$ cat config.mk
export PLATFORM = sky130hd
export DESIGN_NAME = reg_writeback_flat
export DESIGN_NICKNAME = d
export VERILOG_FILES = /design/src/rtl/reg_writeback_if.sv /design/src/rtl/reg_writeback.sv /design/src/flat_wrapper.sv
export SDC_FILE = /design/constraint.sdc
export NUM_CORES = 1
export LEC_CHECK = 0
export BUFFER_PORTS_ARGS = -buffer_cell sky130_fd_sc_hd__buf_4
export CAP_MARGIN = 40
export CORE_MARGIN = 3
export CORE_UTILIZATION = 54
export CTS_CLUSTER_DIAMETER = 200
export DETAILED_ROUTE_END_ITERATION = 7
export PLACE_DENSITY_LB_ADDON = 0.25
export SYNTH_ARGS = -nofsm -noshare
export SYNTH_HDL_FRONTEND = slang
export SYNTH_SLANG_ARGS = --single-unit
$ cat constraint.sdc
create_clock -name clk -period 2.8 [get_ports clk]
set_input_delay 0.14 -clock clk [delete_from_list [all_inputs] [get_ports clk]]
set_output_delay 0.14 -clock clk [all_outputs]
set_load 0.01 [all_outputs]
$ cat src/rtl/reg_writeback_if.sv
// -----------------------------------------------------------------------------
// reg_writeback_if
// Bundles the register-file writeback signals: the MEM/WB pipe slot, the
// long-latency result handshake, the registered register-file write port,
// the decode forwarding lookups and the stall/occupancy status.
//
// Modports
//   master : upstream/decode side (drives pipe_*, lng_valid/rd/data, fwd_rs/rt)
//   slave  : the writeback block (drives lng_ready, reg_write/rd/write_data,
//            fwd_*_hit/data, stall_req, pend_count)
//
// Parameter
//   DEPTH  : long-latency queue depth; sizes pend_count
// -----------------------------------------------------------------------------
interface reg_writeback_if #(
  parameter int unsigned DEPTH = 2
);
  localparam int unsigned CNT_W = $clog2(DEPTH) + 1;

  // MEM/WB pipeline slot
  logic             pipe_valid;
  logic             pipe_we;
  logic [4:0]       pipe_rd;
  logic [31:0]      pipe_data;

  // Long-latency result handshake
  logic             lng_valid;
  logic             lng_ready;
  logic [4:0]       lng_rd;
  logic [31:0]      lng_data;

  // Register-file write port
  logic             reg_write;
  logic [4:0]       rd;
  logic [31:0]      write_data;

  // Decode forwarding lookups
  logic [4:0]       fwd_rs;
  logic [4:0]       fwd_rt;
  logic             fwd_rs_hit;
  logic             fwd_rt_hit;
  logic [31:0]      fwd_rs_data;
  logic [31:0]      fwd_rt_data;

  // Status
  logic             stall_req;
  logic [CNT_W-1:0] pend_count;

  modport master (
    output pipe_valid, pipe_we, pipe_rd, pipe_data,
    output lng_valid, lng_rd, lng_data,
    input  lng_ready,
    input  reg_write, rd, write_data,
    output fwd_rs, fwd_rt,
    input  fwd_rs_hit, fwd_rt_hit, fwd_rs_data, fwd_rt_data,
    input  stall_req, pend_count
  );

  modport slave (
    input  pipe_valid, pipe_we, pipe_rd, pipe_data,
    input  lng_valid, lng_rd, lng_data,
    output lng_ready,
    output reg_write, rd, write_data,
    input  fwd_rs, fwd_rt,
    output fwd_rs_hit, fwd_rt_hit, fwd_rs_data, fwd_rt_data,
    output stall_req, pend_count
  );

endinterface

$ cat src/rtl/reg_writeback.sv
// -----------------------------------------------------------------------------
// reg_writeback
// Writer side of the register-file write port. Single-cycle results from the
// MEM/WB register always win; long-latency results are held in a small
// in-order queue and drained in cycles where the pipe does not write. Pending
// values are visible to decode through two forwarding lookups, and a stall
// request is raised when the queue is full or has been starved too long.
//
// Ports
//   clk        : clock, rising edge
//   rst        : synchronous active-high reset
//   wb (slave) : pipe slot, long-latency handshake, register-file write port,
//                forwarding lookups, stall_req, pend_count
//
// Parameters
//   DEPTH      : queue entries (power of two, >= 2)
//   STARVE_MAX : consecutive lost arbitrations before stall_req
// -----------------------------------------------------------------------------
module reg_writeback #(
  parameter int unsigned DEPTH      = 2,
  parameter int unsigned STARVE_MAX = 4
) (
  input  logic           clk,
  input  logic           rst,
  reg_writeback_if.slave wb
);

  localparam int unsigned PTR_W = $clog2(DEPTH);
  localparam int unsigned CNT_W = PTR_W + 1;
  localparam int unsigned SC_W  = $clog2(STARVE_MAX + 1);

  // Queue storage and control
  logic [4:0]       q_rd   [DEPTH];
  logic [31:0]      q_data [DEPTH];
  logic [DEPTH-1:0] q_live;
  logic [PTR_W-1:0] head_q;
  logic [PTR_W-1:0] tail_q;
  logic [CNT_W-1:0] count_q;
  logic [SC_W-1:0]  starve_q;

  // Registered write port
  logic             reg_write_q;
  logic [4:0]       rd_q;
  logic [31:0]      write_data_q;

  // Per-cycle decisions
  logic             pipe_w_c;
  logic             full_c;
  logic             empty_c;
  logic             ready_c;
  logic             push_c;
  logic             pop_c;

  // Forwarding intermediates
  logic             q_rs_hit;
  logic             q_rt_hit;
  logic [31:0]      q_rs_data;
  logic [31:0]      q_rt_data;
  logic [PTR_W-1:0] fwd_idx;
  logic [32:0]      rs_pick;
  logic [32:0]      rt_pick;

  // Arbitration and handshake decode
  always_comb begin
    pipe_w_c = wb.pipe_valid & wb.pipe_we & (wb.pipe_rd != 5'd0);
    full_c   = (count_q == CNT_W'(DEPTH));
    empty_c  = (count_q == '0);
    // Ready only looks at occupancy: a same-cycle pop never frees a slot.
    ready_c  = ~rst & ~full_c;
    // Writes to r0 are accepted on the handshake but never enqueued.
    push_c   = wb.lng_valid & ready_c & (wb.lng_rd != 5'd0);
    pop_c    = ~pipe_w_c & ~empty_c;
  end

  // Payload storage; only meaningful under the live bit / occupancy
  always_ff @(posedge clk) begin
    if (push_c) begin
      q_rd[tail_q]   <= wb.lng_rd;
      q_data[tail_q] <= wb.lng_data;
    end
  end

  // Queue control, starvation counter and registered write port
  always_ff @(posedge clk) begin
    if (rst) begin
      q_live       <= '0;
      head_q       <= '0;
      tail_q       <= '0;
      count_q      <= '0;
      starve_q     <= '0;
      reg_write_q  <= 1'b0;
      rd_q         <= 5'd0;
      write_data_q <= 32'd0;
    end else begin
      // The pipe instruction is younger than anything queued: kill older
      // writes to the same register so they cannot overwrite its value.
      if (pipe_w_c) begin
        for (int i = 0; i < DEPTH; i++) begin
          if (q_rd[i] == wb.pipe_rd) begin
            q_live[i] <= 1'b0;
          end
        end
      end

      // A same-cycle push is younger than the pipe write, so it stays live.
      if (push_c) begin
        q_live[tail_q] <= 1'b1;
        tail_q         <= tail_q + PTR_W'(1);
      end

      if (pop_c) begin
        head_q <= head_q + PTR_W'(1);
      end

      count_q <= count_q + CNT_W'(push_c) - CNT_W'(pop_c);

      if (pop_c || empty_c) begin
        starve_q <= '0;
      end else if (pipe_w_c && (starve_q < SC_W'(STARVE_MAX))) begin
        starve_q <= starve_q + SC_W'(1);
      end

      // A cancelled head still consumes its pop cycle but writes nothing.
      if (pipe_w_c) begin
        reg_write_q  <= 1'b1;
        rd_q         <= wb.pipe_rd;
        write_data_q <= wb.pipe_data;
      end else if (pop_c && q_live[head_q]) begin
        reg_write_q  <= 1'b1;
        rd_q         <= q_rd[head_q];
        write_data_q <= q_data[head_q];
      end else begin
        reg_write_q  <= 1'b0;
        rd_q         <= 5'd0;
        write_data_q <= 32'd0;
      end
    end
  end

  // Youngest live occupied queue entry per forwarding port
  always_comb begin
    q_rs_hit  = 1'b0;
    q_rt_hit  = 1'b0;
    q_rs_data = 32'd0;
    q_rt_data = 32'd0;
    fwd_idx   = '0;
    // Walk oldest to youngest so a later match overrides an earlier one.
    for (int k = 0; k < DEPTH; k++) begin
      fwd_idx = head_q + PTR_W'(k);
      if ((CNT_W'(k) < count_q) && q_live[fwd_idx]) begin
        if (q_rd[fwd_idx] == wb.fwd_rs) begin
          q_rs_hit  = 1'b1;
          q_rs_data = q_data[fwd_idx];
        end
        if (q_rd[fwd_idx] == wb.fwd_rt) begin
          q_rt_hit  = 1'b1;
          q_rt_data = q_data[fwd_idx];
        end
      end
    end
  end

  // Priority: pipe input, then queue, then output register; r0 never hits.
  function automatic logic [32:0] fwd_pick(
    input logic [4:0]  src,
    input logic        p_w,
    input logic [4:0]  p_rd,
    input logic [31:0] p_data,
    input logic        q_hit,
    input logic [31:0] q_val,
    input logic        o_w,
    input logic [4:0]  o_rd,
    input logic [31:0] o_data
  );
    logic [32:0] res;
    res = 33'd0;
    if (src != 5'd0) begin
      if (p_w && (p_rd == src)) begin
        res = {1'b1, p_data};
      end else if (q_hit) begin
        res = {1'b1, q_val};
      end else if (o_w && (o_rd == src)) begin
        res = {1'b1, o_data};
      end
    end
    return res;
  endfunction

  always_comb begin
    rs_pick = fwd_pick(wb.fwd_rs, pipe_w_c, wb.pipe_rd, wb.pipe_data,
                       q_rs_hit, q_rs_data, reg_write_q, rd_q, write_data_q);
    rt_pick = fwd_pick(wb.fwd_rt, pipe_w_c, wb.pipe_rd, wb.pipe_data,
                       q_rt_hit, q_rt_data, reg_write_q, rd_q, write_data_q);
  end

  assign wb.lng_ready   = ready_c;
  assign wb.reg_write   = reg_write_q;
  assign wb.rd          = rd_q;
  assign wb.write_data  = write_data_q;
  assign wb.fwd_rs_hit  = rs_pick[32];
  assign wb.fwd_rs_data = rs_pick[31:0];
  assign wb.fwd_rt_hit  = rt_pick[32];
  assign wb.fwd_rt_data = rt_pick[31:0];
  // Full, or the head has lost arbitration STARVE_MAX-1 times in a row.
  assign wb.stall_req   = full_c | (starve_q >= SC_W'(STARVE_MAX - 1));
  assign wb.pend_count  = count_q;

endmodule

$ cat src/flat_wrapper.sv
// flat-port wrapper written by rule: the top's interface ports become plain ports
module reg_writeback_flat 
#(
  parameter int unsigned DEPTH      = 2,
  parameter int unsigned STARVE_MAX = 4
)
  (clk, rst, wb_pipe_valid, wb_pipe_we, wb_pipe_rd, wb_pipe_data, wb_lng_valid, wb_lng_rd, wb_lng_data, wb_lng_ready, wb_reg_write, wb_rd, wb_write_data, wb_fwd_rs, wb_fwd_rt, wb_fwd_rs_hit, wb_fwd_rt_hit, wb_fwd_rs_data, wb_fwd_rt_data, wb_stall_req, wb_pend_count);
  reg_writeback_if #(.DEPTH(DEPTH)) wb_i ();
  input  logic clk;
  input  logic rst;
  input wire logic [$bits(wb_i.pipe_valid)-1:0] wb_pipe_valid;
  input wire logic [$bits(wb_i.pipe_we)-1:0] wb_pipe_we;
  input wire logic [$bits(wb_i.pipe_rd)-1:0] wb_pipe_rd;
  input wire logic [$bits(wb_i.pipe_data)-1:0] wb_pipe_data;
  input wire logic [$bits(wb_i.lng_valid)-1:0] wb_lng_valid;
  input wire logic [$bits(wb_i.lng_rd)-1:0] wb_lng_rd;
  input wire logic [$bits(wb_i.lng_data)-1:0] wb_lng_data;
  output wire logic [$bits(wb_i.lng_ready)-1:0] wb_lng_ready;
  output wire logic [$bits(wb_i.reg_write)-1:0] wb_reg_write;
  output wire logic [$bits(wb_i.rd)-1:0] wb_rd;
  output wire logic [$bits(wb_i.write_data)-1:0] wb_write_data;
  input wire logic [$bits(wb_i.fwd_rs)-1:0] wb_fwd_rs;
  input wire logic [$bits(wb_i.fwd_rt)-1:0] wb_fwd_rt;
  output wire logic [$bits(wb_i.fwd_rs_hit)-1:0] wb_fwd_rs_hit;
  output wire logic [$bits(wb_i.fwd_rt_hit)-1:0] wb_fwd_rt_hit;
  output wire logic [$bits(wb_i.fwd_rs_data)-1:0] wb_fwd_rs_data;
  output wire logic [$bits(wb_i.fwd_rt_data)-1:0] wb_fwd_rt_data;
  output wire logic [$bits(wb_i.stall_req)-1:0] wb_stall_req;
  output wire logic [$bits(wb_i.pend_count)-1:0] wb_pend_count;
  assign wb_i.pipe_valid = wb_pipe_valid;
  assign wb_i.pipe_we = wb_pipe_we;
  assign wb_i.pipe_rd = wb_pipe_rd;
  assign wb_i.pipe_data = wb_pipe_data;
  assign wb_i.lng_valid = wb_lng_valid;
  assign wb_i.lng_rd = wb_lng_rd;
  assign wb_i.lng_data = wb_lng_data;
  assign wb_lng_ready = wb_i.lng_ready;
  assign wb_reg_write = wb_i.reg_write;
  assign wb_rd = wb_i.rd;
  assign wb_write_data = wb_i.write_data;
  assign wb_i.fwd_rs = wb_fwd_rs;
  assign wb_i.fwd_rt = wb_fwd_rt;
  assign wb_fwd_rs_hit = wb_i.fwd_rs_hit;
  assign wb_fwd_rt_hit = wb_i.fwd_rt_hit;
  assign wb_fwd_rs_data = wb_i.fwd_rs_data;
  assign wb_fwd_rt_data = wb_i.fwd_rt_data;
  assign wb_stall_req = wb_i.stall_req;
  assign wb_pend_count = wb_i.pend_count;
  reg_writeback #(.DEPTH(DEPTH), .STARVE_MAX(STARVE_MAX)) u_core (.clk(clk), .rst(rst), .wb(wb_i));
endmodule
== Word-level counts from Yosys, hierarchy flattened ==
Memory sizes are Yosys's and may differ from the RTL's. A register that Yosys moved wholly into a read port is not among the register bits.
Cells that the tools add are included.

* Bitwise operators: 12
* Equal/unequal tests: 11
* Reduce and logical (&&, ||, !) cells: 16
* $lt $le $gt $ge: 8
* Add/sub/neg operators: 5
* Mux-type cells: 47

{| class="wikitable"
|+ Operator list
! cell !! number
|-
| $mux 32 || 10
|-
| $mux 33 || 8
|-
| $eq 5x5->1 || 10
|-
| $mux 1 || 23
|-
| $reduce_bool 5->1 || 4
|-
| $mux 5 || 2
|-
| $logic_and 1x1->1 || 9
|-
| $and 1x1->1 || 6
|-
| $lt 1x2->1 const B || 3
|-
| $mux 2 || 3
|-
| $lt 1x2->1 const A || 2
|-
| $not 1->1 || 4
|-
| $add 3x1->3 const B || 1
|-
| $ge 3x2->1 const B || 1
|-
| $lt 3x3->1 const B || 1
|-
| $add 1x1->1 const B || 2
|-
| $add 2x1->2 || 1
|-
| $eq 2x2->1 const B || 1
|-
| $logic_not 2->1 || 1
|-
| $or 2x2->2 || 1
|-
| $reduce_or 2->1 || 1
|-
| $sub 2x1->2 || 1
|-
| $demux 1 s1 || 1
|-
| $ge 1x1->1 const B || 1
|-
| other kinds (2) || 2
|}

* Memories: 2
* Input bits: 89
* RAM bits: 74
* Logic and storage cells: 109
* Output and inout port bits: 108
* Bits in registers: 47

{| class="wikitable"
|+ Memory list
! name !! words !! bits a word !! read ports !! clocked after Yosys merged registers in !! write ports !! line !! RTL
|-
| u_core.q_data || 2 || 32 || 2 || 1 || 1 || reg_writeback.sv:34 || <nowiki>logic [31:0] q_data [DEPTH];</nowiki>
|-
| u_core.q_rd || 2 || 5 || 4 || 1 || 1 || reg_writeback.sv:33 || <nowiki>logic [4:0] q_rd [DEPTH];</nowiki>
|}

== Longest topological paths before layout ==
Gate-level depths: netlist (run 1).

* Word-level depth: 9
* Depth in mapped cells: 11
* Gate-level depth less buffers: 9

== Least setup slack after synthesis (run 1) ==
No wires, ideal clock.

* Path kind: reg-to-reg
* Start: register u_core.count_q[0] (netlist: u_core.wb.pend_count[0])
* End: memory u_core.q_data[0][0] (enable)
* Path slack: 482 ps
* Path buffers: 0
* Period minus slack after synthesis: 2318 ps
* Library setup time: 392 ps
* Data arrival time: 1926 ps
* Cell stages (with the launch flop): 7
* Required time: 2408 ps
* Cells stage by stage: dfxtp_1 > inv_1 > a21oi_1 > nand2_1 > a21oi_1 > nand2b_1 > inv_1

* Cells in the longest elaborated chain, start to end: 7

{| class="wikitable"
|+ RTL lines
! element !! line !! RTL
|-
| from (decl) || reg_writeback.sv:38 || <nowiki>logic [CNT_W-1:0] count_q;</nowiki>
|-
| from (signal assigned) || reg_writeback.sv:115 || <nowiki>count_q <= count_q + CNT_W'(push_c) - CNT_W'(pop_c);</nowiki>
|-
| $eq 2x2->1 || reg_writeback.sv:66 || <nowiki>full_c = (count_q == CNT_W'(DEPTH));</nowiki>
|-
| $not 1->1 || reg_writeback.sv:69 || <nowiki>ready_c = ~rst & ~full_c;</nowiki>
|-
| $and 1x1->1 || reg_writeback.sv:69 ||
|-
| named net wb_lng_ready || flat_wrapper.sv:18 || <nowiki>output wire logic [$bits(wb_i.lng_ready)-1:0] wb_lng_ready;</nowiki>
|-
| $and 1x1->1 (2 in series) || reg_writeback.sv:71 || <nowiki>push_c = wb.lng_valid & ready_c & (wb.lng_rd != 5'd0);</nowiki>
|-
| named net u_core.push_c || reg_writeback.sv:51 || <nowiki>logic push_c;</nowiki>
|-
| $mux 1 || reg_writeback.sv:77 || <nowiki>if (push_c) begin</nowiki>
|-
| $mux 1 (implied by the code) || reg_writeback.sv:79 || <nowiki>q_data[tail_q] <= wb.lng_data;</nowiki>
|-
| to (decl) || reg_writeback.sv:34 ||
|}

The timed path passes the listed nets, and every way through them passes these cells.

== Final worst setup path (run 1) ==
* Start: register u_core.head_q
* End: output port wb_fwd_rs_data[16]

* Cells in the longest elaborated chain, start to end: 9
* Elaborated cells between the ends (all ways): 19
* Those cells by class: add/sub: 1; eq/ne: 1; mux: 13; reduce/logical: 2; memory: 2

{| class="wikitable"
|+ RTL lines
! element !! line !! RTL
|-
| from (decl) || reg_writeback.sv:36 || <nowiki>logic [PTR_W-1:0] head_q;</nowiki>
|-
| from (signal assigned) || reg_writeback.sv:112 || <nowiki>head_q <= head_q + PTR_W'(1);</nowiki>
|-
| branches (longest 6 deep; another with $mem_v2 2x5) || -- ||
|-
| $mux 33 (*) || reg_writeback.sv:180 || <nowiki>end else if (q_hit) begin</nowiki>
|-
| $mux 33 (*) || reg_writeback.sv:178 || <nowiki>if (p_w && (p_rd == src)) begin</nowiki>
|-
| $mux 33 (*) || reg_writeback.sv:177 || <nowiki>if (src != 5'd0) begin</nowiki>
|-
| to (decl) || flat_wrapper.sv:26 || <nowiki>output wire logic [$bits(wb_i.fwd_rs_data)-1:0] wb_fwd_rs_data;</nowiki>
|}

Mark *: on every way between the ends. The select of a mux whose other input is x is not followed.

==> reports/metrics.yaml, run 1 <==
final_nets: 1151
crit_chain: "buf_6 > mux2i_4 > xnor2_2 > or3_4 > o211ai_4 > buf_6 > buf_8 > o221a_1 > a21oi_2 > buf_4"
slew_viol_final: 0
end_kind: "output port"
synth_area_um2: 7580
post_drt_wl_per_cell_um: 24.3
groute.usage.overall_pct: 34.0
met1_usage_pct: 41.7
violations: "negative setup slack"
setup.worst_path.start_class: "flip-flop"
required_ns: 2.66
slew_headroom_pct: 46.9
design_area_um2: 11300
tightest_slew_ns: 0.795
setup_violations: 48
async_flop_share_pct: 0
grt_use_met2_pct: 56.3
initial_utilization_pct: 56.2
core_area_um2: 13500
path_clk_slew_ns: 0.05
cap_violations: 0
worstSkewPairLatency_ns: 0.42
seq_area_frac_synth_pct: 42.0
row_count: 42
drt_wl_total_um: 30300
p_total_mw: 6.62
clock_skew_ns: 0.00826
place_ws_ns: 0.252
die_x_um: 125
die_height_um: 125
antenna_left: 0
hold_ws_ns: 0.0233
viasPerCell: 6.81
cpMaxStageDelayCell: "dfxtp_4"
powerDensity_nw_per_um2: 584
p_leak_nw: 4.17
path_common_cell: "buf_6"
synth_edf_count: 74
arrival_ns: 2.83
grt_pass1_vias: 7973
syn_nets: 884
synth_area_per_cell_um2: 9.59
ys_ff_latch: 122
drive_above_1_share_pct: 37.6
first_iter_violations: 1306
overflow: 0
rsz0062_at_grt: "yes"
grt.met3_usage_pct: 8.49
synth_cells: 791
io_pins: 197
grt_max_degree: 35
port_buffers: 196
cts_tree: "done"
ys_warn_count: 0
hpwl_um: 17500
period_minus_slack_ns: 2.97
worstSetupPathType: "reg2out"
area_delta_synth_final_pct: 49.4
fin_crit_sh_pct: 106
max_freq_mhz: 336
busiest_layer: "met2"
cts.sinks: 122
clk_path_buf_depth: 2
place.gp.congestion: 0.906
critPathMaxFanout: 7
htree_levels: 4
numCtsBuffers: 17
critPathMaxStageDelay_ns: 0.44
placed_area_um2: 9280
drtPass1Iterations: 6
num_vias: 8494
root_buffer: "clkbuf_16"
grt_pass1_wl_um: 42300
synth_cell_types: 53
antenna_found_initial: 0
vdd_ir_drop_max_mv: 0.538
diodes: 0
hold_violations: 0
hp-class: "in2reg"
synth_ff_type: "edfxtp_1"
status: "finished, violations left"
drc: 0
die-area_um2: 15500
worst_slack_ns: -0.174
[report_power, final]
part	switching (mW)	total, mW	internal [mW]
sequential	0.181	2.25	2.07
clock	0.799	2.12	1.32
combinational	1.20	2.25	1.05
total	2.18	6.62	4.44
[repair_timing]
item                                    in CTS  in global routing
endpoints found under the hold margin      108                  0
gates resized for setup                     19                 94
hold buffers                                70                  0
setup buffers                                2                 17
gates cloned                                 0                  4
pin swaps                                    1                 39
endpoints found under the setup margin      61                 62
[cells in the mapped netlist (all sizes together) (4+ instances only)]
cell	n	area, µm²
a21oi	39	225
a31oi	34	213
a41oi	4	35.0
buf	28	186
clkbuf	50	188
dfxtp	48	961
edfxtp	74	2220
ha	4	50.1
inv	9	33.8
mux2	27	304
mux2i	50	512
nand2	94	355
nand3	42	223
nand4	8	56.3
nor2	20	80.1
nor3	41	216
nor4	4	46.3
o211ai	9	82.6
o21ai	69	345
o221a	27	304
o221ai	26	228
o22a	5	43.8
xnor2	31	272
xor2	23	201
[worst paths after layout]
| kind | start | cells past startpoint | endpoint | slack (ns) |
|---|---|---|---|---|
| hold / removal | wb_pipe_valid | 3 | u_core.wb.rd[4]$_SDFF_PP0_ | 0.02 |
| setup reg to reg | u_core.wb.pend_count[0]$_SDFF_PP0_ | 7 | u_core.q_data[0][2]$_DFFE_PP_ | 0.51 |
| hold reg to reg | u_core.tail_q$_SDFFE_PP0P_ | 2 | u_core.tail_q$_SDFFE_PP0P_ | 0.51 |
| setup / recovery | u_core.head_q$_SDFFE_PP0P_ | 10 | wb_fwd_rs_data[16] | -0.17 |
[state kept, by name, summed over array words and instances (netlist names), 2 cells and up, named ones only]
| register | flops |
|---|---|
| u_core.q_live | 2 |
| u_core.wb.rd | 5 |
| u_core.q_data | 64 |
| u_core.q_rd | 10 |
| u_core.wb.pend_count | 2 |
| u_core.starve_q | 3 |
| u_core.wb.write_data | 32 |
[metrics by stage]
stage	cells	utilization, %	setup TNS, ns
final	1247	83.9	-4.19
after global routing	1247	83.9	-8.79
after CTS	1226	78.8	-0.000921
after detailed placement	1122	68.7	0
after global placement	1121	68.6	0
after floorplan	791	-	0
[kinds of logic after synthesis]
| family | count (synthesis) | share of synthesized area [%] |
|---|---|---|
| XOR/XNOR | 54 | 6.24 |
| buffers and inverters | 87 | 5.38 |
| flip-flops | 122 | 42.0 |
| multiplexers | 77 | 10.8 |
| AND/OR/NAND/NOR | 225 | 14.4 |
| adder cells (fa/ha/maj) | 4 | 0.660 |
| AO/OA/AOI/OAI | 222 | 20.6 |
[worst max-delay path, delay by kind of cell (launching register included)]
kind,cells,cell delay [ns]
AO/OA/AOI/OAI,3,0.52
AND/OR/NAND/NOR,1,0.40
XOR/XNOR,1,0.13
multiplexers,1,0.30
buffers and inverters,4,0.59
flip-flops,1,0.44
[cell usage in the layout (no fill, tap or decap), types with 4 or more instances in the layout]
master and instances:
a21oi_1 16, a21oi_2 22, a31oi_1 21, a31oi_2 6, a31oi_4 7, buf_12 7, buf_4 231, buf_6 12
buf_8 4, clkbuf_1 4, clkbuf_16 18, clkinv_2 5, dfxtp_1 46, dlygate4sd3_1 70, edfxtp_1 74, ha_1 4
inv_1 7, mux2_2 27, mux2i_1 40, mux2i_4 10, nand2_1 93, nand3_1 41, nand4_1 7, nor2_1 15
nor2_2 4, nor3_1 31, nor3_2 9, o211ai_1 6, o21ai_0 56, o21ai_1 13, o221a_1 26, o221ai_1 20
o221ai_2 6, o22a_1 5, xnor2_1 26, xnor2_2 5, xor2_1 23
[cell type report]
cell class	count	area (µm²)
multi-input cells	583	4530
flip-flops and latches	122	3190
repair buffers	325	2800
fillers	695	2170
clock buffers	22	454
well taps	176	220
clock inverters	10	104
inverters	9	33.8
[per-layer routing]
layer  wire length (µm)  up-vias
met2              14400      789
met5                  0        -
met1              10900     4005
met3               3580      166
li1                   -     3534
met4               1400        0
Note: power is estimated with default switching activity, not from simulation.
==> inputs of run 2 (changes only) <==
--- a/config.mk
+++ b/config.mk
@@ -9,9 +9,11 @@
 export CAP_MARGIN = 40
 export CORE_MARGIN = 3
 export CORE_UTILIZATION = 54
+export CTS_BUF_LIST = sky130_fd_sc_hd__clkbuf_4 sky130_fd_sc_hd__clkbuf_8 sky130_fd_sc_hd__clkbuf_16
 export CTS_CLUSTER_DIAMETER = 200
 export DETAILED_ROUTE_END_ITERATION = 7
 export PLACE_DENSITY_LB_ADDON = 0.25
+export SKIP_CTS_REPAIR_TIMING = 1
 export SYNTH_ARGS = -nofsm -noshare
 export SYNTH_HDL_FRONTEND = slang
 export SYNTH_SLANG_ARGS = --single-unit
==> run 2 against run 1 <==
Compared with the run above: combinational power grew 3%; worst setup slack lost 0.061 ns; design area grew 1.2%; the run ends with negative hold slack, negative setup slack left; count of clock-buffer cells in the layout stayed put.
==> reports/metrics.yaml, run 2 (synthesized netlist as in run 1, its figures left out) <==
status: "finished, violations left"
violations: "negative hold slack, negative setup slack"
largest_reg_flops: 64
fin_setup_tns_ns: -7.49
slew_viol_final: 0
drt_wl_total_um: 31100
worstSetupPathType: "reg2out"
antenna_found_initial: 0
clk_path_buf_depth: 2
core_area_um2: 13500
hp-class: "in2reg"
whs_path_depth: 3
grt_pass1_wl_um: 40200
critPathMaxStageDelay_ns: 0.44
drive_above_1_share_pct: 39.6
drtPass1Iterations: 7
overflow: 0
largest-register: "u_core.q_data"
crit_chain: "buf_6 > mux2_2 > o21ai_1 > buf_4 > nor2_2 > a21oi_4 > buf_4 > nand3_1 > a21oi_1 > buf_4"
hold_violations: 1
path_common_cell: "buf_4"
port_buffers: 196
arrival_ns: 2.89
row_count: 42
diodes: 0
rsz0062_at_grt: "yes"
slew_headroom_pct: 51.7
first_iter_violations: 1321
grt_max_degree: 35
worst_slack_ns: -0.234
cap_violations: 0
htree_levels: 4
reg2reg_depth: 7
required_ns: 2.66
place.gp.congestion: 0.906
initial_utilization_pct: 56.2
area_delta_synth_final_pct: 51.2
die-area_um2: 15500
fin_crit_sh_pct: 108
grt_pass1_vias: 7465
groute.usage.overall_pct: 32.3
cts.sinks: 122
powerDensity_nw_per_um2: 587
final_common_cell: "buf_4"
hpwl_um: 17500
layout_common_cells: "buf_4, nand2_1, edfxtp_1, dlygate4sd3_1, o21ai_0"
period_minus_slack_ns: 3.03
end_kind: "output port"
fillers: 667
hold_ws_ns: -0.00368
die_x_um: 125
antenna_left: 0
root_buffer: "clkbuf_16"
setup_violations: 63
cpMaxStageDelayCell: "dfxtp_4"
clock_skew_ns: 0.00625
drc: 0
num_vias: 8545
setup.worst_path.start_class: "flip-flop"
numCtsBuffers: 17
final_nets: 1150
post_drt_wl_per_cell_um: 24.9
vdd_ir_drop_max_mv: 0.503
cts_tree: "done"
critPathMaxFanout: 16
die_height_um: 125
p_leak_nw: 4.28
placed_area_um2: 9280
path_clk_slew_ns: 0.06
viasPerCell: 6.86
design_area_um2: 11500
tightest_slew_ns: 0.723
max_freq_mhz: 330
worstSkewPairLatency_ns: 0.43
io_pins: 197
[run 2: cell count changes in the layout (fill, tap and decap cells not counted), moves of 2 or more]
cell	delta
dlygate4sd3_1	-3
nor3_2	+6
a31oi_4	+2
nor3_4	+11
a21oi_1	+5
buf_4	+5
buf_8	-3
clkbuf_4	+4
a21oi_2	-5
nor3_1	-17
clkbuf_1	-4
[run 2: stage by stage]
stage	instances	setup slack, ns	power (mW)	utilization, %
after floorplan	791	0.482	3.42	-
after global placement	1121	0.274	3.96	68.6
after detailed placement	1122	0.252	3.99	68.7
after CTS	1154	-0.215	6.11	72.9
after global routing	1246	-0.274	6.90	84.9
final	1246	-0.234	6.73	84.9
[run 2: metal layers]
| layer | wire, µm | global-route usage (%) | vias to the layer above |
|---|---|---|---|
| met4 | 1470 | 14.6 | 0 |
| met5 | 0 | 0 | - |
| met1 | 11100 | 40.5 | 4027 |
| met3 | 3720 | 8.96 | 177 |
| met2 | 14800 | 52.1 | 805 |
| li1 | - | - | 3536 |
[run 2: worst max-delay path, delay by kind of cell (launching register included)]
kind            cells  cell delay [ns]
mux                 1             0.33
simple gates        2             0.26
flops               1             0.44
compound gates      3             0.60
buf+inv             4             0.82
[run 2: layout make-up]
type	count	area, µm²	area share, %
clock buffers	22	469	4.09
clock inverters	10	104	0.906
inverters	9	33.8	0.295
multi-input cells	583	4680	40.8
flip-flops and latches	122	3190	27.8
well taps	176	220	1.92
repair buffers	324	2770	24.1
[run 2: where the power goes]
| part | internal (mW) | switching (mW) | total, mW |
|---|---|---|---|
| Sequential | 2.07 | 0.185 | 2.25 |
| Combinational | 1.04 | 1.28 | 2.31 |
| Clock | 1.36 | 0.804 | 2.16 |
[run 2: path summary, 6_finish.rpt]
| path | start | to | slack, ns |
|---|---|---|---|
| worst max-delay path | u_core.head_q$_SDFFE_PP0P_ | wb_fwd_rs_data[0] | -0.23 |
| worst min-delay path | wb_pipe_data[9] | u_core.wb.write_data[9]$_SDFF_PP0_ | -0.004 |
| worst max register to register | u_core.wb.pend_count[0]$_SDFF_PP0_ | u_core.q_data[0][7]$_DFFE_PP_ | 0.47 |
| worst min register to register | u_core.tail_q$_SDFFE_PP0P_ | u_core.tail_q$_SDFFE_PP0P_ | 0.52 |
